$ cat src/rtl/xentry_pkg.sv
// ============================================================================
//  Package     : xentry_pkg
//  Description : Memory-request enumerations and shared helpers for the L1
//                cache request stages.
//  Revision    : 1.0 - initial release
// ============================================================================
`default_nettype none

package xentry_pkg;

   typedef enum logic {
      LOAD  = 1'b0,
      STORE = 1'b1
   } memory_operation_e;

   typedef enum logic [1:0] {
      BYTE = 2'd0,
      HALF = 2'd1,
      WORD = 2'd2
   } memory_operation_size_e;

   // An access is misaligned when its low address bits do not fit its size.
   function automatic logic is_misaligned(input memory_operation_size_e size,
                                          input logic [1:0] addr_lo);
      logic mis;
      mis = 1'b0;
      case (size)
         HALF:    mis = addr_lo[0];
         WORD:    mis = (addr_lo != 2'b00);
         default: mis = 1'b0;
      endcase
      return mis;
   endfunction

endpackage

`default_nettype wire

$ cat src/rtl/xentry_fifo.sv
// ============================================================================
//  Module      : xentry_fifo
//  Description : Circular buffer of WIDTH-bit entries with push/pop, an
//                occupancy count and a combinational head view.
//  Revision    : 1.0 - initial release
// ============================================================================
`default_nettype none

module xentry_fifo #(
   parameter int WIDTH = 8,
   parameter int DEPTH = 2
) (
   input  logic                     clk,
   input  logic                     reset,
   input  logic                     push,
   input  logic                     pop,
   input  logic [WIDTH-1:0]         push_data,
   output logic [WIDTH-1:0]         head,
   output logic [$clog2(DEPTH):0]   count
);

   localparam int PTR_W = $clog2(DEPTH);
   localparam int CNT_W = PTR_W + 1;
   localparam logic [CNT_W-1:0] FULL_COUNT = CNT_W'(DEPTH);

   logic [WIDTH-1:0] mem [DEPTH];
   logic [PTR_W-1:0] wr_ptr;
   logic [PTR_W-1:0] rd_ptr;
   logic             do_push;
   logic             do_pop;

   // A pop frees a slot in the same cycle, so push is legal when full and popping.
   assign do_pop  = pop && (count != '0);
   assign do_push = push && ((count < FULL_COUNT) || do_pop);
   assign head    = mem[rd_ptr];

   // Storage array needs no reset: the head is only consumed when count != 0.
   always_ff @(posedge clk) begin
      if (do_push) begin
         mem[wr_ptr] <= push_data;
      end
   end

   // Pointers wrap naturally; count tracks occupancy.
   always_ff @(posedge clk or posedge reset) begin
      if (reset) begin
         wr_ptr <= '0;
         rd_ptr <= '0;
         count  <= '0;
      end else begin
         if (do_push) begin
            wr_ptr <= wr_ptr + 1'b1;
         end
         if (do_pop) begin
            rd_ptr <= rd_ptr + 1'b1;
         end
         case ({do_push, do_pop})
            2'b10:   count <= count + 1'b1;
            2'b01:   count <= count - 1'b1;
            default: count <= count;
         endcase
      end
   end

endmodule

`default_nettype wire

$ cat src/rtl/dcache_req_queue.sv
// ============================================================================
//  Module      : dcache_req_queue
//  Description : L1 data-cache request stage. Buffers CPU requests in order,
//                presents the head to the cache, rejects misaligned accesses
//                locally and returns one response per request.
//  Revision    : 1.0 - initial release
// ============================================================================
`default_nettype none

module dcache_req_queue
   import xentry_pkg::*;
#(
   parameter int XLEN      = 32,
   parameter int LINE_SIZE = 32,
   parameter int NUM_SETS  = 8,
   parameter int OFS_SIZE  = $clog2(LINE_SIZE),
   parameter int SET_SIZE  = $clog2(NUM_SETS),
   parameter int TAG_SIZE  = XLEN - SET_SIZE - OFS_SIZE,
   parameter int DEPTH     = 2
) (
   input  logic                   clk,
   input  logic                   reset,
   input  logic                   cpu_req_valid,
   output logic                   cpu_req_ready,
   input  logic [XLEN-1:0]        cpu_req_address,
   input  memory_operation_e      cpu_req_type,
   input  memory_operation_size_e cpu_req_size,
   input  logic [XLEN-1:0]        cpu_req_wdata,
   output logic                   cpu_rsp_valid,
   input  logic                   cpu_rsp_ready,
   output logic [XLEN-1:0]        cpu_rsp_rdata,
   output logic                   cpu_rsp_error,
   output logic                   pipe_req_valid,
   output logic [TAG_SIZE-1:0]    pipe_req_tag,
   output logic [SET_SIZE-1:0]    pipe_req_set,
   output logic [OFS_SIZE-1:0]    pipe_req_ofs,
   output memory_operation_e      pipe_req_type,
   output memory_operation_size_e pipe_req_size,
   output logic [XLEN-1:0]        pipe_word_to_store,
   input  logic [XLEN-1:0]        pipe_fetched_word,
   input  logic                   cache_req_done
);

   localparam int CNT_W = $clog2(DEPTH) + 1;
   localparam logic [CNT_W-1:0] FULL_COUNT = CNT_W'(DEPTH);

   typedef struct packed {
      logic [TAG_SIZE-1:0]    tag;
      logic [SET_SIZE-1:0]    set;
      logic [OFS_SIZE-1:0]    ofs;
      memory_operation_e      op;
      memory_operation_size_e size;
      logic [XLEN-1:0]        wdata;
      logic                   misaligned;
   } entry_t;

   localparam int ENTRY_W = $bits(entry_t);

   entry_t             new_entry;
   entry_t             head;
   logic [ENTRY_W-1:0] head_bits;
   logic [CNT_W-1:0]   count;
   logic               push;
   logic               pop;
   logic               head_valid;
   logic               rsp_free;
   logic               aligned_done;
   logic               misaligned_pop;

   // Address split and misalignment are resolved once, at enqueue.
   always_comb begin
      new_entry            = '0;
      new_entry.tag        = cpu_req_address[XLEN-1 -: TAG_SIZE];
      new_entry.set        = cpu_req_address[OFS_SIZE +: SET_SIZE];
      new_entry.ofs        = cpu_req_address[OFS_SIZE-1:0];
      new_entry.op         = cpu_req_type;
      new_entry.size       = cpu_req_size;
      new_entry.wdata      = cpu_req_wdata;
      new_entry.misaligned = is_misaligned(cpu_req_size, cpu_req_address[1:0]);
   end

   // Ready depends on registered occupancy only; a same-cycle pop does not raise it.
   assign cpu_req_ready  = (count < FULL_COUNT);
   assign push           = cpu_req_valid && cpu_req_ready;
   assign head           = entry_t'(head_bits);
   assign head_valid     = (count != '0);

   // A head may only retire when the response register can take its result.
   assign rsp_free       = !cpu_rsp_valid || cpu_rsp_ready;
   assign pipe_req_valid = head_valid && !head.misaligned && rsp_free;
   assign aligned_done   = cache_req_done && pipe_req_valid;
   assign misaligned_pop = head_valid && head.misaligned && rsp_free;
   assign pop            = aligned_done || misaligned_pop;

   xentry_fifo #(
      .WIDTH (ENTRY_W),
      .DEPTH (DEPTH)
   ) u_fifo (
      .clk       (clk),
      .reset     (reset),
      .push      (push),
      .pop       (pop),
      .push_data (new_entry),
      .head      (head_bits),
      .count     (count)
   );

   // Head fields mirror the queue head and read as zero when the queue is empty.
   always_comb begin
      pipe_req_tag       = '0;
      pipe_req_set       = '0;
      pipe_req_ofs       = '0;
      pipe_req_type      = LOAD;
      pipe_req_size      = BYTE;
      pipe_word_to_store = '0;
      if (head_valid) begin
         pipe_req_tag       = head.tag;
         pipe_req_set       = head.set;
         pipe_req_ofs       = head.ofs;
         pipe_req_type      = head.op;
         pipe_req_size      = head.size;
         pipe_word_to_store = head.wdata;
      end
   end

   // Single-entry response register; a refill takes priority over the drain.
   always_ff @(posedge clk or posedge reset) begin
      if (reset) begin
         cpu_rsp_valid <= 1'b0;
         cpu_rsp_rdata <= '0;
         cpu_rsp_error <= 1'b0;
      end else if (pop) begin
         cpu_rsp_valid <= 1'b1;
         cpu_rsp_error <= head.misaligned;
         cpu_rsp_rdata <= (!head.misaligned && (head.op == LOAD)) ? pipe_fetched_word : '0;
      end else if (cpu_rsp_valid && cpu_rsp_ready) begin
         cpu_rsp_valid <= 1'b0;
         cpu_rsp_rdata <= '0;
         cpu_rsp_error <= 1'b0;
      end
   end

   // The controller must only signal completion for a presented head.
   a_done_only_when_presented : assert property (
      @(posedge clk) disable iff (reset) cache_req_done |-> pipe_req_valid
   );

endmodule

`default_nettype wire
$ cat config.mk
export PLATFORM = sky130hd
export DESIGN_NAME = dcache_req_queue
export DESIGN_NICKNAME = d
export VERILOG_FILES = /design/src/rtl/xentry_pkg.sv /design/src/rtl/xentry_fifo.sv /design/src/rtl/dcache_req_queue.sv
export SDC_FILE = /design/constraint.sdc
export NUM_CORES = 1
export LEC_CHECK = 0
export ABC_AREA = 1
export CAP_MARGIN = 10
export CELL_PAD_IN_SITES_DETAIL_PLACEMENT = 0
export CELL_PAD_IN_SITES_GLOBAL_PLACEMENT = 1
export CORE_MARGIN = 5
export CORE_UTILIZATION = 38
export CTS_BUF_LIST = sky130_fd_sc_hd__clkbuf_2
export DETAILED_ROUTE_END_ITERATION = 10
export HOLD_SLACK_MARGIN = 0.02
export PLACE_DENSITY = 0.91
export SLEW_MARGIN = 20
export SYNTH_ARGS = -nofsm -noshare
export SYNTH_HDL_FRONTEND = slang
export SYNTH_SLANG_ARGS = --single-unit
$ cat constraint.sdc
create_clock -name clk -period 4.9 [get_ports clk]
set_input_delay 0.98 -clock clk [delete_from_list [all_inputs] [get_ports clk]]
set_output_delay 0.98 -clock clk [all_outputs]
set_load 0.05 [all_outputs]
==> impl_metrics.json, run 1 <==
{
  "status": "finished, final reports clean",
  "min_period_ns": 4.22,
  "drt-total-wl_mm": 16.3,
  "worstPathArrival_ns": 3.24,
  "finalWeightedCongestion": 0.750,
  "worst_pin_slew_ns": 0.786,
  "postCtsHoldBufs": 0,
  "fin_skew_ns": 0.0356,
  "synth_common_cells": "nand2_1 (179), edfxtp_1 (136), a21oi_1 (69)",
  "dr.pass1.iters": 4,
  "dieArea_um2": 20700,
  "cp_max_fo": 46,
  "cp_num_buf_inv": 3,
  "postCtsSetupBuffers": 0,
  "portBuffers": 206,
  "hp-class": "flip-flop to flip-flop",
  "synth_area_per_cell_um2": 12.3,
  "num_vias": 4728,
  "crit_type": "flip-flop to output port",
  "placed_cells": 961,
  "cp_top_family": "buffers and inverters",
  "synth-simple-area-share_pct": 16.3,
  "synth_area_leader_cell": "edfxtp_1",
  "regToRegSetupSlack_ns": 2.30,
  "yosys.area_share.xor_xnor_pct": 0.386,
  "max-cap-violations": 0,
  "synth.most_common_cell": "nand2_1",
  "pin_count": 207,
  "slowest_delay_ns": 0.83,
  "synthArstFlopShare_pct": 21.8,
  "ys_ff_latch": 174,
  "synthTopCellsByArea": "edfxtp_1 (60%), dfrtp_1 (14%), nand2_1 (9.9%), a21oi_1 (5.1%), nand3_1 (4.8%)",
  "grt_max_degree": 70,
  "max_freq_ghz": 0.237,
  "first_global_vias": 4738,
  "area_growth_pct": 35.5,
  "grt_usage_pct": 15.9,
  "endpoint_kind": "output port",
  "cts_tree": "yes",
  "synthesis.area_um2": 6810,
  "synth_compound_area_share_pct": 5.07,
  "synth-adder-area-share_pct": 0.551,
  "p_per_area_nw_per_um2": 684,
  "chipWidth_um": 144,
  "avgRoutedWirePerCell_um": 16.4,
  "timing.hold.ws_ns": 0.526,
  "timing.setup.tns_ns": 0,
  "muxShareOfSynthArea_pct": 0,
  "dp_slack_ns": 1.33,
  "setup_viol": 0,
  "crit_required_ns": 3.92,
  "hpwl_mm": 10.6,
  "cts_root_buffer": "clkbuf_2",
  "hold_viol_final": 0,
  "nNetsFinal": 858,
  "drc_errors": 0,
  "synthCells": 554,
  "num_rows": 49,
  "reg2reg_to": "u_fifo.count[1]",
  "min_to": "cpu_rsp_rdata[29]",
  "worstHoldStart": "cpu_rsp_rdata[29]",
  "syn_nets": 661,
  "insertion_delay_ns": 0.73,
  "final_core_utilization_pct": 51.9,
  "hold_depth": 2,
  "ir_drop_mv": 0.429,
  "cp-start-kind": "flip-flop",
  "max-slew-margin-rel_pct": 47.6,
  "die_h_um": 144,
  "post_cts_resized": 0,
  "grt_pass1_wl_mm": 25.1,
  "synth.distinct_cells": 21,
  "stdcell_count": 994,
  "core_um2": 17800,
  "numClockSinks": 174,
  "seq_area_frac_synth_pct": 73.9,
  "layout-drive-gt1-share_pct": 7.07,
  "netlist.area_leader.share_pct": 60.0,
  "yosys_warnings": 0,
  "cts_inserted_buffers": 17,
  "drv_slew": 0,
  "ant_nets": 0,
  "clk_pin_slew_ns": 0.25,
  "grt-ovfl-total": 0,
  "antenna_found_initial": 1,
  "rr_startpoint": "u_fifo.count[0]",
  "vias_per_cell": 4.76,
  "p_leak_uw": 0.00353,
  "slowest_stage": "clkdlybuf4s50_1",
  "rsz0062_at_grt": "false",
  "drt_iter0_drc": 295,
  "reg2reg_depth": 9,
  "fin_ws_ns": 0.684,
  "cp_cell_sequence": "inv_2 -> buf_4 -> nand2_1 -> a21oi_1 -> clkdlybuf4s50_1",
  "cts_buffer_depth": 2,
  "cts.htree.levels": 4,
  "synth_flop_cell": "edfxtp_1",
  "fin_crit_sh_pct": 86.0,
  "start_util_pct": 38.3,
  "synth_top_family_by_area": "simple AND/OR/NAND/NOR gates",
  "synth_edf_count": 136
}
[where the power goes]
group,internal [µW],leakage [µW],switching [µW],total [µW]
clock,141,0.000126,505,646
sequential,1930,0.00175,105,2030
combinational,1050,0.00165,2580,3630
[worst reg2reg max path, delay by kind of cell (launching register included)]
kind	cells	cell delay [ns]
AND/OR/NAND/NOR	5	0.94
buffers and inverters	2	0.74
flip-flops	1	0.50
adder cells (fa/ha/maj)	1	0.23
XOR/XNOR	1	0.15
[how the worst max path moves through the flow]
stage	depth (start not counted)	start	slack, ns	to
global route	5	u_fifo.rd_ptr	0.36	pipe_req_tag[21]
floorplan	2	cpu_req_valid	0.46	u_fifo.mem[0][0]
detailed placement	6	cpu_rsp_ready	1.33	pipe_req_valid
global placement	6	cpu_rsp_ready	1.33	pipe_req_valid
CTS	5	u_fifo.rd_ptr	0.54	pipe_word_to_store[25]
finish	5	u_fifo.rd_ptr	0.68	pipe_word_to_store[6]
[cell usage in the layout, fill, tap and decap left out, drive strengths merged]
master,n
clkdlybuf4s50,206
nand2,183
edfxtp,136
a21oi,69
nand3,66
dfrtp,38
inv,18
clkbuf,17
nor2,9
clkinv,6
buf,6
ha,3
xor2,2
clkinvlp,2
diode,1
xnor2,1
nor3,1
or2,1
[through the flow]
| stage | cell area [µm²] | total power [µW] |
|---|---|---|
| after floorplan | 6810 | 4570 |
| after global placement | 9030 | 5710 |
| after detailed placement | 9030 | 5740 |
| after CTS | 9220 | 6390 |
| after global routing | 9230 | 6670 |
| final | 9230 | 6310 |
[cells by family (layout without fill, tap and decap cells)]
group | Yosys count | count (layout)
AO/OA/AOI/OAI | 69 | 69
XOR/XNOR | 3 | 3
adder cells (fa/ha/maj) | 3 | 3
buffers and inverters | 45 | 255
flip-flops | 174 | 174
other | 0 | 1
AND/OR/NAND/NOR | 260 | 260
[layer usage]
layer	vias to the layer above	global-route usage (%)	share of wire (%)
met5	-	0	0
met4	0	6.05	2.5
met3	28	4.16	5.4
met2	134	27.1	52
met1	2256	19.5	40
li1	2310	-	-
[state kept, by name, indices dropped and copies added (netlist names)]
signal,cells
cpu_rsp_error,1
cpu_rsp_rdata,32
u_fifo.rd_ptr,1
u_fifo.count,2
u_fifo.wr_ptr,1
u_fifo.mem,136
cpu_rsp_valid,1
[cell type report]
type                    count  area [µm²]
clock buffers              17        85.1
inverters                  11        41.3
well taps                 229         287
clock inverters            15         110
diodes                      1        2.50
multi-input cells         335        1530
flip-flops and latches    174        5040
fillers                  1544        8550
repair buffers            212        2130
(Power assumes the default switching activity.)
==> inputs of run 2 (changes only) <==
--- a/config.mk
+++ b/config.mk
@@ -12,6 +12,7 @@
 export CORE_MARGIN = 5
 export CORE_UTILIZATION = 38
 export CTS_BUF_LIST = sky130_fd_sc_hd__clkbuf_2
+export CTS_CLUSTER_SIZE = 28
 export DETAILED_ROUTE_END_ITERATION = 10
 export HOLD_SLACK_MARGIN = 0.02
 export PLACE_DENSITY = 0.91
@@ -19,3 +20,4 @@
 export SYNTH_ARGS = -nofsm -noshare
 export SYNTH_HDL_FRONTEND = slang
 export SYNTH_SLANG_ARGS = --single-unit
+export TNS_END_PERCENT = 5
==> results of run 2 <==
The final DEF is identical to that of run 1; final timing and power are the same.
